<file path="src/rtl/alu_op_sequencer.sv">
// Sequencer for the shared calculator ALU: accepts commands, holds operands for ALU_LAT cycles,
// captures the result and offers it on a valid/ready response port; optional auto-cycle demo.
module alu_op_sequencer #(
  parameter int unsigned WIDTH   = 6,
  parameter int unsigned ALU_LAT = 2,
  parameter int unsigned DWELL   = 50000000,
  parameter int unsigned DWELL_W = 26
) (
  input  logic               clk,
  input  logic               rst_n,
  input  logic               cmd_valid,
  output logic               cmd_ready,
  input  logic [WIDTH-1:0]   cmd_a,
  input  logic [WIDTH-1:0]   cmd_b,
  input  logic [2:0]         cmd_func,
  input  logic               auto_en,
  output logic [WIDTH-1:0]   alu_a,
  output logic [WIDTH-1:0]   alu_b,
  output logic [1:0]         alu_func,
  input  logic [2*WIDTH-1:0] alu_out,
  input  logic               alu_ovf,
  output logic               rsp_valid,
  input  logic               rsp_ready,
  output logic [2*WIDTH-1:0] rsp_data,
  output logic               rsp_err,
  output logic [2:0]         rsp_func,
  output logic               busy
);

  localparam int unsigned LatW = (ALU_LAT > 1) ? $clog2(ALU_LAT) : 1;

  typedef enum logic [1:0] {StIdle, StIssue, StDone} state_e;

  state_e               state_q, state_d;
  logic [LatW-1:0]      lat_q, lat_d;
  logic [DWELL_W-1:0]   dwell_q, dwell_d;
  logic [2:0]           func_q, func_d;
  logic [WIDTH-1:0]     alu_a_q, alu_a_d, alu_b_q, alu_b_d;
  logic [1:0]           alu_func_q, alu_func_d;
  logic                 rsp_valid_q, rsp_valid_d;
  logic [2*WIDTH-1:0]   rsp_data_q, rsp_data_d;
  logic                 rsp_err_q, rsp_err_d;
  logic [2:0]           rsp_func_q, rsp_func_d;

  assign cmd_ready = (state_q == StIdle) && rst_n;
  assign busy      = (state_q != StIdle);
  assign alu_a     = alu_a_q;
  assign alu_b     = alu_b_q;
  assign alu_func  = alu_func_q;
  assign rsp_valid = rsp_valid_q;
  assign rsp_data  = rsp_data_q;
  assign rsp_err   = rsp_err_q;
  assign rsp_func  = rsp_func_q;

  always_comb begin
    state_d     = state_q;
    lat_d       = lat_q;
    dwell_d     = '0;
    func_d      = func_q;
    alu_a_d     = alu_a_q;
    alu_b_d     = alu_b_q;
    alu_func_d  = alu_func_q;
    rsp_valid_d = rsp_valid_q;
    rsp_data_d  = rsp_data_q;
    rsp_err_d   = rsp_err_q;
    rsp_func_d  = rsp_func_q;
    case (state_q)
      StIdle: begin
        if (cmd_valid && cmd_ready) begin
          alu_a_d    = cmd_a;
          alu_b_d    = cmd_b;
          alu_func_d = cmd_func[1:0];
          func_d     = cmd_func;
          lat_d      = LatW'(ALU_LAT - 1);
          state_d    = StIssue;
        end else if (auto_en && !cmd_valid) begin
          // Terminal count replays the last operands with the next ALU function.
          if (dwell_q == DWELL_W'(DWELL - 1)) begin
            alu_func_d = alu_func_q + 2'd1;
            func_d     = {1'b0, alu_func_q + 2'd1};
            lat_d      = LatW'(ALU_LAT - 1);
            state_d    = StIssue;
          end else begin
            dwell_d = dwell_q + DWELL_W'(1);
          end
        end
      end
      StIssue: begin
        if (lat_q == '0) begin
          if (func_q[2]) begin
            rsp_data_d = {alu_a_q, alu_b_q};
            rsp_err_d  = 1'b0;
          end else begin
            rsp_data_d = alu_out;
            rsp_err_d  = alu_ovf;
          end
          rsp_func_d  = func_q;
          rsp_valid_d = 1'b1;
          state_d     = StDone;
        end else begin
          lat_d = lat_q - LatW'(1);
        end
      end
      StDone: begin
        if (rsp_ready) begin
          rsp_valid_d = 1'b0;
          state_d     = StIdle;
        end
      end
      default: state_d = StIdle;
    endcase
  end

  always_ff @(posedge clk) begin
    if (!rst_n) begin
      state_q     <= StIdle;
      lat_q       <= '0;
      dwell_q     <= '0;
      func_q      <= '0;
      alu_a_q     <= '0;
      alu_b_q     <= '0;
      alu_func_q  <= '0;
      rsp_valid_q <= 1'b0;
      rsp_data_q  <= '0;
      rsp_err_q   <= 1'b0;
      rsp_func_q  <= '0;
    end else begin
      state_q     <= state_d;
      lat_q       <= lat_d;
      dwell_q     <= dwell_d;
      func_q      <= func_d;
      alu_a_q     <= alu_a_d;
      alu_b_q     <= alu_b_d;
      alu_func_q  <= alu_func_d;
      rsp_valid_q <= rsp_valid_d;
      rsp_data_q  <= rsp_data_d;
      rsp_err_q   <= rsp_err_d;
      rsp_func_q  <= rsp_func_d;
    end
  end

endmodule

</file>
<file path="config.mk">
export PLATFORM = sky130hd
export DESIGN_NAME = alu_op_sequencer
export DESIGN_NICKNAME = d
export VERILOG_FILES = /design/src/rtl/alu_op_sequencer.sv
export SDC_FILE = /design/constraint.sdc
export NUM_CORES = 1
export LEC_CHECK = 0
export CAP_MARGIN = 20
export CORE_MARGIN = 4
export CORE_UTILIZATION = 50
export CTS_CLUSTER_SIZE = 14
export DETAILED_ROUTE_END_ITERATION = 7
export GPL_TIMING_DRIVEN = 0
export PLACE_DENSITY_LB_ADDON = 0.05
export SLEW_MARGIN = 10
export SYNTH_ARGS = -nofsm -noshare
export SYNTH_HDL_FRONTEND = slang
export SYNTH_SLANG_ARGS = --single-unit
</file>
<file path="constraint.sdc">
create_clock -name clk -period 3.2 [get_ports clk]
set_clock_uncertainty 0.2 [all_clocks]
set_input_delay 0.8 -clock clk [delete_from_list [all_inputs] [get_ports clk]]
set_output_delay 0.8 -clock clk [all_outputs]
set_load 0.02 [all_outputs]
</file>
==> metrics, run 1 <==
CP top delay family=buffers and inverters; # setup viols final=0; share of total power in sequential cells=0.490; overall fraction of global-route tracks in use=0.205; global-route wire length before repair=10,300 microns; maximum single-stage delay on the critical path=0.62 ns; placer congestion estimate=0.861; routed length per placed instance=13.2 microns; Max clock buf depth=2; Required @ worst endpoint=2.20 ns; number of DRC markers after the initial detailed-route iteration=91; cell internal power dissipation=1.26 mW; EDFF count, synth=0; Row Count=26; Mapped Area=2620 sq um; number of hold buffers added after cts=0; crit path DAT=2.06 ns; number of iterations in the first detailed-routing pass=7; clock latency on the worst-skew pair=0.33 ns; crit start category=input pin; Reg2Reg Setup Slack=0.80 ns; die height=80.4 microns; Switching Share=0.238; critical path class=in -> out; clock-pin transition on the worst setup and hold timing paths=0.06 ns; die area=6460 sq um; top area cells in the synthesized netlist=sky130_fd_sc_hd__dfxtp_1 (47%), sky130_fd_sc_hd__nor2_1 (7.3%), sky130_fd_sc_hd__mux2i_1 (6.1%), sky130_fd_sc_hd__nand2_1 (5.2%), sky130_fd_sc_hd__xor2_1 (4.3%); NumNets Final=410; max capacitance violation total=0; post-route setup TNS=0 ns; total number of vias=2,290; Setup Slack @ Placement=-0.425 ns; Synth area leader=sky130_fd_sc_hd__dfxtp_1; most instantiated flip-flop cell in the synthesis netlist=sky130_fd_sc_hd__dfxtp_1; final hold slack=0.259 ns; number of antenna-violating nets in the routed design=0; H-tree depth=3; Tmin final=3.06 ns; instance count of the mapped netlist=300; endpoint class of the critical path=output pin; transition time at the pin with the least slew margin=0.750 ns; sequential share of the synthesized area=0.466; fraction of power consumed by the clock network=0.374; maximum vdd drop=0.000285 V; Period Utilization, post-route=0.955; total chip power=1.66 mW; PwrDens=468 nW/um^2; CP bufs+invs=3; detailed placement HPWL=4480 microns; number of top-level design ports=66; mean number of vias per cell=5.10; switching power total=0.395 mW; fraction of registers with async set/reset=0; outcome=complete, no violations; post-synthesis to final-layout area growth=35.2%; top cell type's share of synthesized area=0.466; Leak=1.19 nW; effective utilization at floorplan=0.513; post-CTS setup repair buffer count=0; pin count of the biggest net entering global routing=11; synth unique cells=36; Max Fclk=327 MHz; clock tree from TritonCTS=done; setup repair after global routing missed its margin=false; total nets after synthesis=334; residual DRC count=0; Post-Synthesis Mean Instance Area=8.73 sq um; total number of yosys warnings=0; initial antenna violation count=0; Core ar.=5110 sq um; number of diodes added for antenna fixing=0; horizontal die dimension=80.4 microns; top fanout value on the critical path=7; Max Slew Vio Count=0; CP max stage cell=sky130_fd_sc_hd__clkdlybuf4s50_1; Combinational Power Share=0.136; layout cell share with drive strength beyond 1=0.0686; buffers added on ports=65; fin worst setup slack=0.143 ns; vias in the first global route=2,215; Max transition margin=0.495; total wirelength of the detailed-routed design=5940 microns; worst hold path class=reg -> reg; Final Hold Viols=0; critical path cell sequence=clkdlybuf4s50_1, inv_1, nor3_2, clkbuf_2; total gr overflow=0; cts bufs inserted=9; flip-flop and latch count after synthesis=61; clk root buf=sky130_fd_sc_hd__clkbuf_8; count of clock tree sinks=61
[layer usage]
layer | vias up | wire length [microns] | track usage
met5 | - | 0 | 0
met4 | 0 | 45 | 0.0709
li1 | 1175 | - | -
met1 | 1041 | 2770 | 0.269
met3 | 6 | 433 | 0.0605
met2 | 68 | 2690 | 0.319
[repair_timing]
item | CTS | global route
hold endpoints to repair | 0 | 0
resized for setup | 3 | 1
setup endpoints to repair | 1 | 1
gates cloned | 0 | 0
pin swaps | 0 | 0
[worst reg2reg max path: cells and delay by family (launching register included)]
family	cells	cell delay [ns]
flops	1	0.37
fa+ha+maj	1	0.21
simple gates	5	1.29
buf+inv	1	0.21
[registers in the layout, summed over array words and instances (netlist names)]
signal,count
dwell_q,26
rsp_data,12
alu_a,6
alu_b,6
func_q,3
rsp_func,3
state_q,2
lat_q,1
rsp_err,1
rsp_valid,1
[power groups by stage]
stage	Sequential [mW]	Clock, mW	Combinational [mW]
after global placement	0.828	0	0.225
after detailed placement	0.829	0	0.228
final	0.812	0.620	0.226
after CTS	0.812	0.637	0.229
after floorplan	0.853	0	0.0846
after global routing	0.817	0.673	0.245
[synthesized netlist by cell type, types with 2 or more instances]
cell / instances
sky130_fd_sc_hd__nor4b_1: 2
sky130_fd_sc_hd__buf_1: 2
sky130_fd_sc_hd__inv_1: 6
sky130_fd_sc_hd__nor2_1: 51
sky130_fd_sc_hd__nand2_1: 36
sky130_fd_sc_hd__and3_1: 3
sky130_fd_sc_hd__xor2_1: 13
sky130_fd_sc_hd__buf_4: 4
sky130_fd_sc_hd__a21oi_1: 7
sky130_fd_sc_hd__nor3b_1: 3
sky130_fd_sc_hd__o21ai_0: 13
sky130_fd_sc_hd__nor4_1: 5
sky130_fd_sc_hd__a211oi_1: 14
sky130_fd_sc_hd__nor2b_1: 3
sky130_fd_sc_hd__dfxtp_1: 61
sky130_fd_sc_hd__mux2i_1: 16
sky130_fd_sc_hd__clkbuf_1: 9
sky130_fd_sc_hd__nand3b_1: 2
sky130_fd_sc_hd__xnor2_1: 12
sky130_fd_sc_hd__nand4_1: 7
sky130_fd_sc_hd__nand3_1: 11
sky130_fd_sc_hd__nor3_1: 5
sky130_fd_sc_hd__nand2b_1: 2
[path summary, 6_finish.rpt]
path	start	to	cells past startpoint
max	rst_n	cmd_ready	4
min	dwell_q[0]$_SDFF_PP0_	dwell_q[0]$_SDFF_PP0_	1
max reg2reg	dwell_q[0]$_SDFF_PP0_	dwell_q[23]$_SDFF_PP0_	7
min reg2reg	dwell_q[0]$_SDFF_PP0_	dwell_q[0]$_SDFF_PP0_	1
[placed cells by master, fill, tap and decap left out, types with 2 or more instances in the layout]
cell and n:
sky130_fd_sc_hd__nand3b_1 2, sky130_fd_sc_hd__a211oi_1 14, sky130_fd_sc_hd__buf_4 4, sky130_fd_sc_hd__mux2i_1 16, sky130_fd_sc_hd__nand2_1 36, sky130_fd_sc_hd__nor4_1 5, sky130_fd_sc_hd__nand4_1 7, sky130_fd_sc_hd__nor3b_1 3
sky130_fd_sc_hd__and3_1 3, sky130_fd_sc_hd__nor2_1 51, sky130_fd_sc_hd__nand3_1 11, sky130_fd_sc_hd__nor2b_1 3, sky130_fd_sc_hd__o21ai_0 13, sky130_fd_sc_hd__xnor2_1 12, sky130_fd_sc_hd__nor4b_1 2, sky130_fd_sc_hd__xor2_1 13
sky130_fd_sc_hd__dfxtp_1 61, sky130_fd_sc_hd__buf_1 2, sky130_fd_sc_hd__nor3_1 4, sky130_fd_sc_hd__clkbuf_8 14, sky130_fd_sc_hd__clkbuf_1 9, sky130_fd_sc_hd__clkdlybuf4s50_1 64, sky130_fd_sc_hd__inv_1 6, sky130_fd_sc_hd__a21oi_1 7
sky130_fd_sc_hd__nand2b_1 2
[kinds of logic after synthesis]
family | count (synthesis) | share of synthesized area
flops | 61 | 0.466
mux | 16 | 0.0611
simple gates | 139 | 0.259
compound gates | 36 | 0.0840
fa+ha+maj | 1 | 0.00477
xor+xnor | 25 | 0.0836
buf+inv | 22 | 0.0411
[cell type report]
type	instances	area [sq um]
timing repair buffer	65	646
buffer	16	85.1
clock buffer	13	179
multi-input combinational	217	1300
fill	434	1570
sequential	61	1220
tap	70	87.6
inverter	6	22.5
clock inverter	1	5.00
[per-stage QoR]
stage,cells,utilization,instance area (sq um)
final,449,0.694,3540
after global routing,449,0.694,3540
after CTS,449,0.695,3550
after detailed placement,435,0.658,3360
after global placement,435,0.658,3360
after floorplan,300,-,2620
No activity file was read; power rests on OpenSTA's default activity.
==> inputs of run 2 (changes only) <==
CELL_PAD_IN_SITES_DETAIL_PLACEMENT = 0   (was default)
CELL_PAD_IN_SITES_GLOBAL_PLACEMENT = 2   (was default)
CORE_UTILIZATION = 31   (was 50)
==> run 2 against run 1 <==
  * Sequential cell count stayed put
  * Sequential power is essentially flat
  * Clock power increased by 5.5%
  * Final area grew 1.6%
  * Die area is 55% higher
  * Power up 2.3%
  * Register-to-register slack got worse by 0.04 ns
  * First-iteration DRC count is 26% lower
  * Sequential share of layout area shrank 0.53 points
  * Via count is 1.8% lower
  * Fmax grew 11%
  * Setup slack better by 0.31 ns
==> metrics, run 2 (synthesis gave the netlist of run 1 again) <==
clk root buf=sky130_fd_sc_hd__clkbuf_8; Period Utilization, post-route=0.859 (-0.0962); post-layout instance count excluding filler cells=484 (+7.8%); most flop-heavy register=dwell_q; final standard cell utilization of the core=0.438 (-0.256); NumNets Final=410 (unchanged); final hold slack=0.268 ns (+0.00941 ns); pin count of the biggest net entering global routing=11 (unchanged); number of top-level design ports=66 (unchanged); outcome=complete, no violations; count of clock tree sinks=61 (unchanged); placer congestion estimate=0.779 (-9.5%); detailed placement HPWL=4960 microns (+11%); number of hold buffers added after cts=0 (unchanged); grt met1 use=0.197 (-0.0725); max capacitance violation total=0 (unchanged); effective utilization at floorplan=0.319 (-0.194); Hold Path Origin=dwell_q[0]$_SDFF_PP0_; top fanout value on the critical path=7 (unchanged); total chip power=1.70 mW (+2.3%); die area=9990 sq um (+55%); horizontal die dimension=99.9 microns (+24%); global-route wire length before repair=11,200 microns (+8.9%); setup repair after global routing missed its margin=false; fin worst setup slack=0.451 ns (+0.308 ns); CP max stage cell=sky130_fd_sc_hd__clkdlybuf4s15_2; total wirelength of the detailed-routed design=6740 microns (+13%); crit start category=input pin; Row Count=33 (+27%); # setup viols final=0 (unchanged); transition time at the pin with the least slew margin=0.823 ns (+0.0733 ns); overall fraction of global-route tracks in use=0.143 (-0.0621); H-tree depth=3 (unchanged); critical path cell sequence=dlymetal6s2s_1, inv_1, nor3_4, clkdlybuf4s15_2; commonest cells after routing, fill and taps aside=sky130_fd_sc_hd__clkdlybuf4s50_1 (63), sky130_fd_sc_hd__dfxtp_1 (61), sky130_fd_sc_hd__nor2_1 (51), sky130_fd_sc_hd__nand2_1 (36), sky130_fd_sc_hd__mux2i_1 (16); Worst Reg-to-Reg Cells=7 (unchanged); mean number of vias per cell=4.64 (-8.9%); Max transition margin=0.446 (-0.0493); placed instance area=3400 sq um (+1.3%); cell total after placement=470 (+8.0%); clock tree from TritonCTS=done; Final Hold Viols=0 (unchanged); cell depth of the worst min-delay path=1 (unchanged); maximum vdd drop=0.000174 V (-39%); Setup Slack @ Placement=-0.479 ns (-0.0535 ns); crit path DAT=1.75 ns (-0.31 ns); number of DRC markers after the initial detailed-route iteration=67 (-26%); PwrDens=471 nW/um^2 (+0.74%); Core ar.=8220 sq um (+61%); residual DRC count=0 (unchanged); critical path class=in -> out; routed length per placed instance=13.9 microns (+5.3%); Hold Path Sink=dwell_q[0]$_SDFF_PP0_; buffers added on ports=65 (unchanged); flip-flop count of the largest register after layout=26 (unchanged); clock-pin transition on the worst setup and hold timing paths=0.06 ns (about the same); met2 Use GR=0.210 (-0.108); Max clock buf depth=2 (unchanged); met3 Usage GRT=0.0313 (-0.0293); Max Slew Vio Count=0 (unchanged); Reg-to-Reg End=dwell_q[19]$_SDFF_PP0_; die height=99.9 microns (+24%); maximum single-stage delay on the critical path=0.30 ns (-0.32 ns); most used routing layer=met2; clock latency on the worst-skew pair=0.33 ns (about the same); post-synthesis to final-layout area growth=37.3%; total number of vias=2,248 (-1.8%); most common library cell in the layout ignoring fill and taps=sky130_fd_sc_hd__clkdlybuf4s50_1; vias in the first global route=2,173 (-1.9%); worst hold path class=reg -> reg; Max Fclk=364 MHz (+11%); Tmin final=2.75 ns (-0.308 ns); cts bufs inserted=9 (unchanged); endpoint class of the critical path=output pin; layout cell share with drive strength beyond 1=0.0633 (-0.00528); Leak=1.19 nW (+0.33%); number of iterations in the first detailed-routing pass=4 (-3); Worst R2R Start=dwell_q[0]$_SDFF_PP0_; final non-filler cell area=3600 sq um (+1.6%); Reg2Reg Setup Slack=0.76 ns (-0.04 ns); number of diodes added for antenna fixing=0 (unchanged); total gr overflow=0 (unchanged); number of antenna-violating nets in the routed design=0 (unchanged); initial antenna violation count=0 (unchanged); post-route setup TNS=0 ns (unchanged); Required @ worst endpoint=2.20 ns (about the same); Filler cells=860 (+98%)
==> run 2: cell count changes in the layout (fill, tap and decap cells not counted), sizes merged <==
cell and delta:
clkbuf -2, bufinv +1, clkdlybuf4s15 +1, clkdlybuf4s50 -1
dlymetal6s2s +1
==> run 2: final cells by class <==
type	count	area, sq um	area share
repair buffers	65	654	0.182
well taps	105	131	0.0365
inverters	6	22.5	0.00626
flip-flops and latches	61	1220	0.339
clock buffers	12	145	0.0403
plain buffers	16	85.1	0.0237
multi-input cells	217	1300	0.362
clock inverters	2	35.0	0.00974
==> run 2: report_power, final <==
group / switching [mW] / internal [mW]
logic: 0.111 / 0.118
clock network: 0.282 / 0.372
registers: 0.0232 / 0.789
==> run 2: what timing repair did <==
item	CTS	global route
endpoints found under the setup margin	1	1
buffers inserted	0	0
resized for setup	4	2
==> run 2: per-layer routing <==
metal  share of wire  wire length [microns]  up-vias
li1                -                      -     1181
met1            0.50                   3370     1001
met2            0.43                   2910       57
met3           0.054                    365        9
met4           0.014                     95        0
met5               0                      0        -
==> run 2: how the worst max path moves through the flow <==
stage | from | end | depth (start not counted)
finish | rst_n | cmd_ready | 4
global route | rst_n | cmd_ready | 4
CTS | rst_n | cmd_ready | 4
detailed placement | rst_n | cmd_ready | 4
global placement | rst_n | cmd_ready | 4
floorplan | rst_n | cmd_ready | 2
==> run 2: worst max-delay path, delay by kind of cell <==
family                 cells  cell delay [ns]
buffers and inverters      3             0.74
and+or+nand+nor            1             0.21
==> inputs of run 3 (changes only) <==
MAX_ROUTING_LAYER = met4   (was default)
SKIP_CTS_REPAIR_TIMING = 1   (was default)
==> run 3 against run 2 <==
  * Cell count unchanged
  * Routed wire length barely moved
  * Utilization shrank 0.18 points
  * Critical path depth unchanged
  * Fmax is 11% lower
  * Critical path type unchanged
  * Largest cell class unchanged
==> metrics, run 3 (synthesis gave the netlist of run 1 again) <==
endpoint class of the critical path=output pin; final standard cell utilization of the core=0.436 (-0.00183); total wirelength of the detailed-routed design=6740 microns (about the same); number of diodes added for antenna fixing=0 (unchanged); NumNets Final=410 (unchanged); H-tree depth=3 (unchanged); count of clock tree sinks=61 (unchanged); top fanout value on the critical path=7 (unchanged); layout cell share with drive strength beyond 1=0.0633 (unchanged); Period Utilization, post-route=0.966 (+0.107); Core ar.=8220 sq um (unchanged); CP top delay family=buffers and inverters; clock latency on the worst-skew pair=0.33 ns (about the same); fin worst setup slack=0.108 ns (-0.343 ns); transition time at the pin with the least slew margin=0.823 ns (+0.00000399 ns); die area=9990 sq um (unchanged); share of total power in sequential cells=0.479 (about the same); CP max stage cell=sky130_fd_sc_hd__clkdlybuf4s50_1; Max clock buf depth=2 (unchanged); # setup viols final=0 (unchanged); number of DRC markers after the initial detailed-route iteration=71 (+6.0%); overall fraction of global-route tracks in use=0.147 (+0.00463); switching power total=0.417 mW (+0.22%); buffers added on ports=65 (unchanged); CP bufs+invs=3 (unchanged); maximum vdd drop=0.000174 V (unchanged); most common library cell in the layout ignoring fill and taps=sky130_fd_sc_hd__clkdlybuf4s50_1; Required @ worst endpoint=2.20 ns (about the same); post-route setup TNS=0 ns (unchanged); clock tree from TritonCTS=done; effective utilization at floorplan=0.319 (unchanged); Leak=1.18 nW (-0.75%); number of antenna-violating nets in the routed design=0 (unchanged); crit path DAT=2.09 ns (+0.34 ns); outcome=complete, no violations; post-layout instance count excluding filler cells=484 (unchanged); total number of vias=2,255 (+0.31%); clk root buf=sky130_fd_sc_hd__clkbuf_8; Row Count=33 (unchanged); placed instance area=3400 sq um (unchanged); cts bufs inserted=9 (unchanged); placer congestion estimate=0.790 (+1.4%); critical path cell sequence=clkdlybuf4s50_1, inv_1, nor3_2, clkbuf_2; Max Slew Vio Count=0 (unchanged); Max transition margin=0.446 (about the same); setup repair after global routing missed its margin=false; initial antenna violation count=0 (unchanged); detailed placement HPWL=4960 microns (unchanged); final non-filler cell area=3580 sq um (-0.42%); fraction of power consumed by the clock network=0.387 (about the same); Combinational Power Share=0.134 (about the same); mean number of vias per cell=4.66 (+0.31%); cell internal power dissipation=1.28 mW (about the same); total gr overflow=0 (unchanged); residual DRC count=0 (unchanged); commonest cells after routing, fill and taps aside=sky130_fd_sc_hd__clkdlybuf4s50_1 (64), sky130_fd_sc_hd__dfxtp_1 (61), sky130_fd_sc_hd__nor2_1 (51), sky130_fd_sc_hd__nand2_1 (36), sky130_fd_sc_hd__mux2i_1 (16); PwrDens=473 nW/um^2 (+0.41%); number of top-level design ports=66 (unchanged); number of iterations in the first detailed-routing pass=4 (unchanged); most flop-heavy register=dwell_q; max capacitance violation total=0 (unchanged); post-synthesis to final-layout area growth=36.7%; Max Fclk=323 MHz (-11%); routed length per placed instance=13.9 microns (about the same); clock-pin transition on the worst setup and hold timing paths=0.06 ns (about the same); Switching Share=0.246 (+0.000583); critical path class=in -> out; vias in the first global route=2,171 (-0.092%); pin count of the biggest net entering global routing=11 (unchanged); worst hold path class=reg -> reg; crit start category=input pin; die height=99.9 microns (unchanged); horizontal die dimension=99.9 microns (unchanged); Final Hold Viols=0 (unchanged); flip-flop count of the largest register after layout=26 (unchanged); Tmin final=3.09 ns (+0.343 ns); global-route wire length before repair=11,300 microns (+0.12%); maximum single-stage delay on the critical path=0.62 ns (+0.32 ns); Setup Slack @ Placement=-0.479 ns (unchanged); cell total after placement=470 (unchanged)
-- run 3: changes by cell type in the layout (fill, tap and decap cells not counted) --
cell                              change
sky130_fd_sc_hd__clkbuf_2             +1
sky130_fd_sc_hd__clkdlybuf4s15_2      -1
sky130_fd_sc_hd__nor3_4               -1
sky130_fd_sc_hd__clkdlybuf4s50_1      +1
sky130_fd_sc_hd__dlymetal6s2s_1       -1
sky130_fd_sc_hd__nor3_2               +1
-- run 3: layout make-up --
| type | count | area, sq um |
|---|---|---|
| fillers | 860 | 4630 |
| clock inverters | 2 | 35.0 |
| inverters | 6 | 22.5 |
| multi-input cells | 217 | 1300 |
| plain buffers | 16 | 85.1 |
| flip-flops and latches | 61 | 1220 |
| clock buffers | 12 | 145 |
| well taps | 105 | 131 |
| repair buffers | 65 | 646 |
-- run 3: stage by stage --
stage / hold WS (ns) / power, mW
5_1_grt: 0.307 / 1.78
2_1_floorplan: 0.229 / 0.938
3_5_place_dp: 0.258 / 1.06
3_3_place_gp: 0.244 / 1.06
4_1_cts: 0.273 / 1.73
6_report: 0.268 / 1.70
-- run 3: routing by layer --
metal	GRT usage	vias to the layer above	share of wire
met2	0.210	54	0.43
li1	-	1179	-
met4	0.0693	0	0.015
met3	0.0334	10	0.054
met1	0.197	1012	0.50
met5	-	-	0
-- run 3: power groups by stage --
stage          Sequential [mW]  Clock, mW  Combinational [mW]
6_report                 0.812      0.656               0.228
3_5_place_dp             0.829          0               0.231
3_3_place_gp             0.829          0               0.230
2_1_floorplan            0.853          0              0.0846
4_1_cts                  0.812      0.681               0.232
5_1_grt                  0.816      0.715               0.248
-- run 3: final timing paths --
kind,start,end,slack [ns],cells after the start
setup / recovery,rst_n,cmd_ready,0.11,4
hold reg to reg,dwell_q[0]$_SDFF_PP0_,dwell_q[0]$_SDFF_PP0_,0.27,1
hold / removal,dwell_q[0]$_SDFF_PP0_,dwell_q[0]$_SDFF_PP0_,0.27,1
setup reg to reg,dwell_q[0]$_SDFF_PP0_,dwell_q[10]$_SDFF_PP0_,0.76,7
